--- config.mk ---
export PLATFORM = sky130hd
export DESIGN_NAME = reset_seq
export DESIGN_NICKNAME = d
export VERILOG_FILES = /design/src/rtl/reset_seq.sv
export SDC_FILE = /design/constraint.sdc
export NUM_CORES = 1
export LEC_CHECK = 0
export ABC_AREA = 0
export CAP_MARGIN = 20
export CORE_ASPECT_RATIO = 0.5
export CORE_MARGIN = 2
export CORE_UTILIZATION = 48
export CTS_CLUSTER_DIAMETER = 200
export DETAILED_ROUTE_END_ITERATION = 7
export PLACE_DENSITY = 0.76
export SKIP_LAST_GASP = 1
export SLEW_MARGIN = 30
export SYNTH_ARGS = -nofsm -noshare
export SYNTH_HDL_FRONTEND = slang
export SYNTH_SLANG_ARGS = --single-unit
export TNS_END_PERCENT = 50
--- constraint.sdc ---
create_clock -name CLK -period 3.5 [get_ports CLK]
set_clock_uncertainty 0.2 [all_clocks]
set_input_delay 0.875 -clock CLK [delete_from_list [all_inputs] [get_ports CLK]]
set_output_delay 0.875 -clock CLK [all_outputs]
set_load 0.005 [all_outputs]
--- src/rtl/reset_seq.sv ---
// Staged reset sequencer: synchronised power-on hold, per-channel staggered release, soft restart.
// Define RESET_SEQ_WDT_EN to compile in the RUN-state watchdog (cause 2 on expiry).

module reset_seq_checker #(
    parameter int CHANNELS = 2
) (
    input logic                clk,
    input logic                rst_n,
    input logic [CHANNELS-1:0] reset,
    input logic                ready,
    input logic [1:0]          cause
);
    a_ready_clean: assert property (@(posedge clk) disable iff (!rst_n)
        ready |-> (reset == {CHANNELS{1'b0}}));

    a_cause_legal: assert property (@(posedge clk) disable iff (!rst_n)
        cause != 2'd3);

`ifndef RESET_SEQ_WDT_EN
    a_no_wdt_cause: assert property (@(posedge clk) disable iff (!rst_n)
        cause != 2'd2);
`endif

    // A higher channel may only be out of reset once every lower channel is.
    for (genvar k = 1; k < CHANNELS; k++) begin : g_order
        a_release_order: assert property (@(posedge clk) disable iff (!rst_n)
            !reset[k] |-> !reset[k-1]);
    end
endmodule

module reset_seq #(
    parameter int RESET_TIMER_BIT = 24,
    parameter int CHANNELS        = 2,
    parameter int STAGE_GAP_BIT   = 4,
    parameter int WDT_BIT         = 24
) (
    input  logic                CLK,
    input  logic                RESET_N,
    input  logic                soft_req,
    input  logic                wdt_kick,
    output logic [CHANNELS-1:0] reset,
    output logic                ready,
    output logic [1:0]          cause
);
    localparam int         HW         = RESET_TIMER_BIT + 1;
    localparam int         GW         = STAGE_GAP_BIT + 1;
    localparam logic [2:0] CH_LAST    = 3'(CHANNELS - 1);
    localparam logic [1:0] CAUSE_POR  = 2'd0;
    localparam logic [1:0] CAUSE_SOFT = 2'd1;
    localparam logic [1:0] CAUSE_WDT  = 2'd2;

    typedef enum logic [1:0] {
        S_HOLD  = 2'd0,
        S_COUNT = 2'd1,
        S_STAGE = 2'd2,
        S_RUN   = 2'd3
    } state_t;

    state_t              state_r, state_s;
    logic                sync1_r, sync2_r;
    logic [HW-1:0]       hold_cnt_r, hold_cnt_s, hold_inc_s;
    logic [GW-1:0]       gap_cnt_r, gap_cnt_s, gap_inc_s;
    logic [2:0]          chan_r, chan_s;
    logic [CHANNELS-1:0] reset_r, reset_s;
    logic                ready_r, ready_s;
    logic [1:0]          cause_r, cause_s;
    logic                restart_s;
    logic [1:0]          restart_cause_s;
    logic                wdt_expire_s;

    assign hold_inc_s = hold_cnt_r + HW'(1'b1);
    assign gap_inc_s  = gap_cnt_r + GW'(1'b1);

    // Two-flop synchroniser for the asynchronous reset release.
    always_ff @(posedge CLK or negedge RESET_N) begin
        if (!RESET_N) begin
            sync1_r <= 1'b0;
            sync2_r <= 1'b0;
        end else begin
            sync1_r <= 1'b1;
            sync2_r <= sync1_r;
        end
    end

`ifdef RESET_SEQ_WDT_EN
    localparam int WW = WDT_BIT + 1;
    logic [WW-1:0] wdt_cnt_r, wdt_cnt_s, wdt_inc_s;

    assign wdt_inc_s    = wdt_cnt_r + WW'(1'b1);
    // A kick on the would-be expiry edge takes priority over the timeout.
    assign wdt_expire_s = (state_r == S_RUN) && wdt_inc_s[WDT_BIT] && !wdt_kick;

    // Watchdog counter next value: runs only in RUN, idle at zero elsewhere.
    always_comb begin
        wdt_cnt_s = {WW{1'b0}};
        if ((state_r == S_RUN) && !restart_s) begin
            if (wdt_kick) begin
                wdt_cnt_s = {WW{1'b0}};
            end else begin
                wdt_cnt_s = wdt_inc_s;
            end
        end else begin
            wdt_cnt_s = {WW{1'b0}};
        end
    end

    // Watchdog counter register.
    always_ff @(posedge CLK or negedge RESET_N) begin
        if (!RESET_N) begin
            wdt_cnt_r <= {WW{1'b0}};
        end else begin
            wdt_cnt_r <= wdt_cnt_s;
        end
    end
`else
    logic unused_kick_s;

    assign unused_kick_s = wdt_kick;
    assign wdt_expire_s  = 1'b0;
`endif

    // Restart request in RUN; software request beats a simultaneous watchdog expiry.
    always_comb begin
        restart_s       = 1'b0;
        restart_cause_s = CAUSE_SOFT;
        if ((state_r == S_RUN) && soft_req) begin
            restart_s       = 1'b1;
            restart_cause_s = CAUSE_SOFT;
        end else if (wdt_expire_s) begin
            restart_s       = 1'b1;
            restart_cause_s = CAUSE_WDT;
        end else begin
            restart_s       = 1'b0;
            restart_cause_s = CAUSE_SOFT;
        end
    end

    // Sequencer next-state, counters and output values.
    always_comb begin
        state_s    = state_r;
        hold_cnt_s = hold_cnt_r;
        gap_cnt_s  = gap_cnt_r;
        chan_s     = chan_r;
        reset_s    = reset_r;
        ready_s    = ready_r;
        cause_s    = cause_r;
        case (state_r)
            S_HOLD: begin
                hold_cnt_s = {HW{1'b0}};
                // Leave on the edge that raises the synchronised release.
                if (sync1_r && !sync2_r) begin
                    state_s = S_COUNT;
                end else begin
                    state_s = S_HOLD;
                end
            end
            S_COUNT: begin
                hold_cnt_s = hold_inc_s;
                if (hold_inc_s[RESET_TIMER_BIT]) begin
                    hold_cnt_s = {HW{1'b0}};
                    gap_cnt_s  = {GW{1'b0}};
                    chan_s     = 3'd1;
                    reset_s    = reset_r & ~CHANNELS'(1'b1);
                    if (CHANNELS == 1) begin
                        state_s = S_RUN;
                        ready_s = 1'b1;
                    end else begin
                        state_s = S_STAGE;
                    end
                end else begin
                    state_s = S_COUNT;
                end
            end
            S_STAGE: begin
                gap_cnt_s = gap_inc_s;
                if (gap_inc_s[STAGE_GAP_BIT]) begin
                    gap_cnt_s = {GW{1'b0}};
                    reset_s   = reset_r & ~(CHANNELS'(1'b1) << chan_r);
                    if (chan_r == CH_LAST) begin
                        state_s = S_RUN;
                        ready_s = 1'b1;
                    end else begin
                        chan_s  = chan_r + 3'd1;
                        state_s = S_STAGE;
                    end
                end else begin
                    state_s = S_STAGE;
                end
            end
            S_RUN: begin
                if (restart_s) begin
                    state_s    = S_COUNT;
                    reset_s    = {CHANNELS{1'b1}};
                    ready_s    = 1'b0;
                    cause_s    = restart_cause_s;
                    hold_cnt_s = {HW{1'b0}};
                    gap_cnt_s  = {GW{1'b0}};
                    chan_s     = 3'd0;
                end else begin
                    state_s = S_RUN;
                end
            end
            default: begin
                state_s = S_HOLD;
            end
        endcase
    end

    // Sequencer state, counters and registered outputs.
    always_ff @(posedge CLK or negedge RESET_N) begin
        if (!RESET_N) begin
            state_r    <= S_HOLD;
            hold_cnt_r <= {HW{1'b0}};
            gap_cnt_r  <= {GW{1'b0}};
            chan_r     <= 3'd0;
            reset_r    <= {CHANNELS{1'b1}};
            ready_r    <= 1'b0;
            cause_r    <= CAUSE_POR;
        end else begin
            state_r    <= state_s;
            hold_cnt_r <= hold_cnt_s;
            gap_cnt_r  <= gap_cnt_s;
            chan_r     <= chan_s;
            reset_r    <= reset_s;
            ready_r    <= ready_s;
            cause_r    <= cause_s;
        end
    end

    assign reset = reset_r;
    assign ready = ready_r;
    assign cause = cause_r;

    reset_seq_checker #(
        .CHANNELS (CHANNELS)
    ) u_checker (
        .clk   (CLK),
        .rst_n (RESET_N),
        .reset (reset_r),
        .ready (ready_r),
        .cause (cause_r)
    );
endmodule

# Yosys cells after proc, flatten, opt, wreduce, memory -nomap -nowiden
# Cells that the tools add are included.
[totals]
ff_bits = 41
input_bits = 4
elab_cells = 67
[op_classes]
add_sub_neg = 3
eq_ne = 9
n_shift = 1
n_mux = 27
bitwise_logic = 3
reduce_logical = 14
[op_table]
columns = ["cell", "n"]
rows = [
  ["case mux 25 bit (3 select lines)", 1],
  ["adder 25 x 1 -> 25 bit, second input constant", 1],
  ["2-to-1 mux 25 bit", 1],
  ["2-to-1 mux 24 bit", 1],
  ["case mux 5 bit (3 select lines)", 1],
  ["2-to-1 mux 3 bit", 4],
  ["AND reduction 4 bit", 3],
  ["2-to-1 mux 2 bit", 5],
  ["2-to-1 mux 5 bit", 2],
  ["!= test 2 bit, second input constant", 5],
  ["case mux 3 bit (3 select lines)", 1],
  ["case mux 2 bit (4 select lines)", 1],
  ["2-to-1 mux 1 bit", 7],
  ["case mux 2 bit (3 select lines)", 1],
  ["nonzero test 3 bit", 2],
  ["adder 5 x 1 -> 5 bit, second input constant", 1],
  ["AND reduction 5 bit", 1],
  ["== test 2 bit, second input constant", 2],
  ["2-to-1 mux 4 bit", 1],
  ["AND reduction 2 bit", 2],
  ["adder 3 x 1 -> 3 bit, second input constant", 1],
  ["== test 3 x 1 -> 1 bit, second input constant", 1],
  ["AND reduction 3 bit", 1],
  ["left shift 1 x 3 -> 2 bit, first input constant", 1],
  ["9 further kinds", 10],
]

# Longest topological paths before layout
[logic_depth]
depth_word = 5
depth_mapped = 7

# Worst setup path before layout
# Ideal clock, no wire load.
[synth_timing]
kind = "input to register"
start = "in soft_req"
end = "reg hold_cnt_r[17]"
setup_time_ns = 0.087
arrival_time_ns = 1.868
t_required_ns = 3.213
setup_slack_ns = 1.344
stages = 6
path_buffers = 2
cell_sequence = "a21bo_2 > buf_2 > nand4_1 > clkbuf_1 > or3_1 > a22oi_1"
[synth_between]
elab_chain_len = 4
[synth_lines]
columns = ["element", "line_no", "rtl"]
rows = [
  ["from (decl)", "39", "input logic soft_req,"],
  ["logical AND 1 bit", "126", "if ((state_r == S_RUN) && soft_req) begin"],
  ["2-to-1 mux 1 bit", "126", ""],
  ["!= test 2 bit (no source line)", "n/a", ""],
  ["AND reduction 2 bit (no source line)", "n/a", ""],
  ["to (signal assigned)", "213", "hold_cnt_r <= {HW{1'b0}};"],
  ["to (signal assigned)", "221", "hold_cnt_r <= hold_cnt_s;"],
  ["to (decl)", "61", "logic [HW-1:0] hold_cnt_r, hold_cnt_s, hold_inc_s;"],
]
# Every way passes these cells.
# A chain may end at the register's enable or synchronous reset.

# Final worst setup path
[layout_timing]
start = "in soft_req"
end = "reg hold_cnt_r[21]"
# The elaborated chain is that of the path after synthesis.

==> summary.txt <==
Worst setup path
  • Critical path's top delay family: simple AND/OR/NAND/NOR gates
  • Crit path cell chain: clkdlybuf4s50_1 -> a21bo_2 -> nand4_1 -> or4_1 -> a22oi_1
  • Crit path largest cell delay: about 520 ps
  • CP Class: input port to flop
  • Critical path arrival: 2590 ps
  • WP depth: 5
  • Worst path required time: between 3000 and 4000 ps
  • R2r setup slk: 1140 ps
  • CP endpoint kind: flop
  • Worst-path fanout max: 12
  • Startpoint types: input port
  • Worst path bufs/invs: 1
  • R2R Path End: hold_cnt_r[23]
  • R2R depth: 4
  • R2R Path Start: hold_cnt_r[13]
  • Slowest stage cell, crit path: or4_1

Logic synthesis
  • Post-Syn Area: between 2000 and 2500 µm²
  • Asr flop ratio synth: 100.0%
  • Yosys top cell area share: a little over two fifths
  • Primary FF master, synth: dfrtp_1
  • Yosys top cell by area: dfrtp_1
  • Seq/Total Area, Yosys: approximately 44%
  • #FFs+latches synth: 39
  • Top post-synthesis cells by area: dfrtp_1, a22oi_1, nand2_1
  • Avg Cell Area, Syn: roughly 9 µm²
  • EDFF count, synth: 0
  • Mapped Cells: between 200 and 250
  • Yosys warnings: 0
  • Unique masters post-synth: 53
  • Syn nets: 246

Timing
  • Final setup fails: 0
  • Final Hold Slack: 176.2 ps
  • RSZ-0062 raised after global routing: false
  • Worst slew pin tran: between 600 and 700 ps
  • Max Clock Freq: roughly 0.39 GHz
  • Period utilisation layout: 73.88%
  • Final hold vios: 0
  • Slew Limit Fails: 0
  • PnR worst setup slack: approximately 910 ps
  • Setup TNS: 0 ps
  • Final Critical Period: 2586 ps
  • Slew Limit Headroom: between 50 and 60%

Clock tree
  • Worst-Skew Late Latency: between 200 and 300 ps
  • Post-CTS Setup Repair Bufs: 0
  • Post-CTS Hold Buffers: 0
  • CTS root buf: clkbuf_8
  • CTS buffer count: 5
  • Worst-path clk slew: roughly 80 ps
  • TritonCTS clock tree: built
  • CTS resizes: 0
  • H-tree Lvls: 2
  • CTS Buffer Depth: 2
  • Clk sinks: 39

Global route
  • Initial antenna violation count: 0
  • First-pass GRT wire length: between 7000 and 8000 µm
  • GRT Total Usage: between 10% and 20%
  • Gr ovfl total: 0
  • Vias in the first global route: 1611
  • Largest net degree at the start of global routing: 40

Power and ir drop
  • Leak Pwr: between 0.9 and 1 nW
  • Peak supply drop: between 0.15 and 0.2 mV
  • Pwr dens: ~360 nW/µm²
  • Tot Pwr: 876.1 µW

Detailed routing
  • First drt pass iteration count: 4
  • DRT iter0 DRCs: ~170
  • Routed WL: 4455 µm
  • Post-route DRC: 0
  • Via count: approximately 1800
  • Vias per inst: about 6
  • Antenna Nets Post-Route: 0
  • Wire length per cell: approximately 15 µm

Placed design
  • Input/output buffers: 6
  • GPL Wtd Cong: just under 0.8
  • DP Wirelength: ~3000 µm
  • Pre-CTS worst setup slack: slightly below 600 ps

Layout
  • Area Growth Syn to Fin: 9.778%
  • Fill cells: about 370
  • Nets: between 200 and 250
  • Total inserted antenna cells: 0
  • Share of layout cells above drive strength 1: 8.678%

Min path
  • Hold path start: sync1_r
  • Worst hold stages: 0
  • Hold Crit Class: flop to flop
  • Hold endpoint: sync2_r

Flow run
  • Max-cap violations: 0

Die
  • FP Rows: 17
  • Core area: ~4400 µm²
  • Starting Density: roughly half
  • Die area: around 5200 µm²
  • Io pins: 9
  • DIE WIDTH: between 90 and 100 µm
  • Die Height: roughly 52 µm

Outcome
  • Status: finished, final reports clean
cell families after synthesis:
kind of cell    count (synthesis)  synth area share [%]
flops                          39                 44.46
fa+ha+maj                       4                 2.274
xor+xnor                        6                 2.388
buf+inv                        25                 5.287
compound gates                 76                 22.80
other cells                     2                0.3412
simple gates                   86                 22.46
report_power, final:
part	total [mW]	internal [mW]	leakage, nW	switching (mW)
Sequential	0.453	0.452	0.484	0.000373
Clock	0.387	0.231	0.0612	0.157
Combinational	0.0358	0.0126	0.434	0.0233
Total	0.876	0.696	0.979	0.180
how the worst max path moves through the flow:
stage | startpoint | to | slack (ps)
after floorplan | soft_req | hold_cnt_r[17] | 1340
after global placement | soft_req | hold_cnt_r[21] | 670
after detailed placement | soft_req | hold_cnt_r[21] | 590
after CTS | soft_req | hold_cnt_r[21] | 890
after global routing | soft_req | hold_cnt_r[21] | 760
final | soft_req | hold_cnt_r[21] | 910
Yosys cell counts (all sizes together), types with 2 or more instances:
cell / instances
a21oi: 17
a22oi: 13
a311oi: 2
a31oi: 2
and3: 3
and4: 6
buf: 5
clkbuf: 10
conb: 2
dfrtp: 37
dfstp: 2
ha: 4
inv: 9
nand2: 24
nand2b: 2
nand3: 10
nand4: 7
nor2: 5
nor2b: 3
nor3: 3
nor3b: 2
o211ai: 2
o21ai: 19
o22ai: 2
o31ai: 7
or3: 10
or4: 7
xnor2: 2
xor2: 4
state kept, by name, indices dropped and copies added, names as in the netlist:
register	flops
gap_cnt_r	4
ready	1
reset	2
chan_r	3
sync2_r	1
sync1_r	1
cause	1
hold_cnt_r	24
state_r	2
layout make-up:
type | count | area (µm²) | share of cell area (%)
inverters | 10 | 37.54 | 1.554
multi-input cells | 174 | 1106 | 45.78
clock buffers | 6 | 82.58 | 3.418
clock inverters | 2 | 35.03 | 1.450
repair buffers | 11 | 105.1 | 4.350
flip-flops and latches | 39 | 978.4 | 40.50
well taps | 57 | 71.32 | 2.952
cell usage in the layout (no fill, tap or decap), drive strengths merged, types with 3 or more instances in the layout:
| cell | netlist | routed |
|---|---|---|
| nand2 | 24 | 24 |
| buf | 5 | 6 |
| or4 | 7 | 7 |
| nor3 | 3 | 3 |
| o31ai | 7 | 7 |
| inv | 9 | 9 |
| clkdlybuf4s50 | 0 | 5 |
| or3 | 10 | 10 |
| nor2 | 5 | 5 |
| o21ai | 19 | 19 |
| a21oi | 17 | 17 |
| and3 | 3 | 3 |
| nand3 | 10 | 10 |
| xor2 | 4 | 4 |
| clkbuf | 10 | 6 |
| ha | 4 | 4 |
| nor2b | 3 | 3 |
| nand4 | 7 | 7 |
| a22oi | 13 | 13 |
| dfrtp | 37 | 37 |
| and4 | 6 | 6 |
worst register-to-register path: cells and delay by family, from the launching register on:
family,cells,cell delay [ps]
compound gates,2,800
simple gates,2,790
flops,1,430
per-layer routing:
layer / share of wire (%) / vias up / GRT usage [%]
met2: 47 / 32 / 30.63
met4: 0.76 / 0 / 5.479
li1: - / 891 / -
met5: 0 / - / 0
met3: 3.5 / 5 / 4.032
met1: 48 / 874 / 26.20
per-stage QoR:
stage / utilization (%) / cells / cell area (µm²)
2_1_floorplan: - / 238 / 2201
3_3_place_gp: 51.75 / 290 / 2278
3_5_place_dp: 51.75 / 290 / 2278
4_1_cts: 54.42 / 298 / 2396
5_1_grt: 54.87 / 299 / 2416
6_report: 54.87 / 299 / 2416
Note: power is estimated with default switching activity, not from simulation.
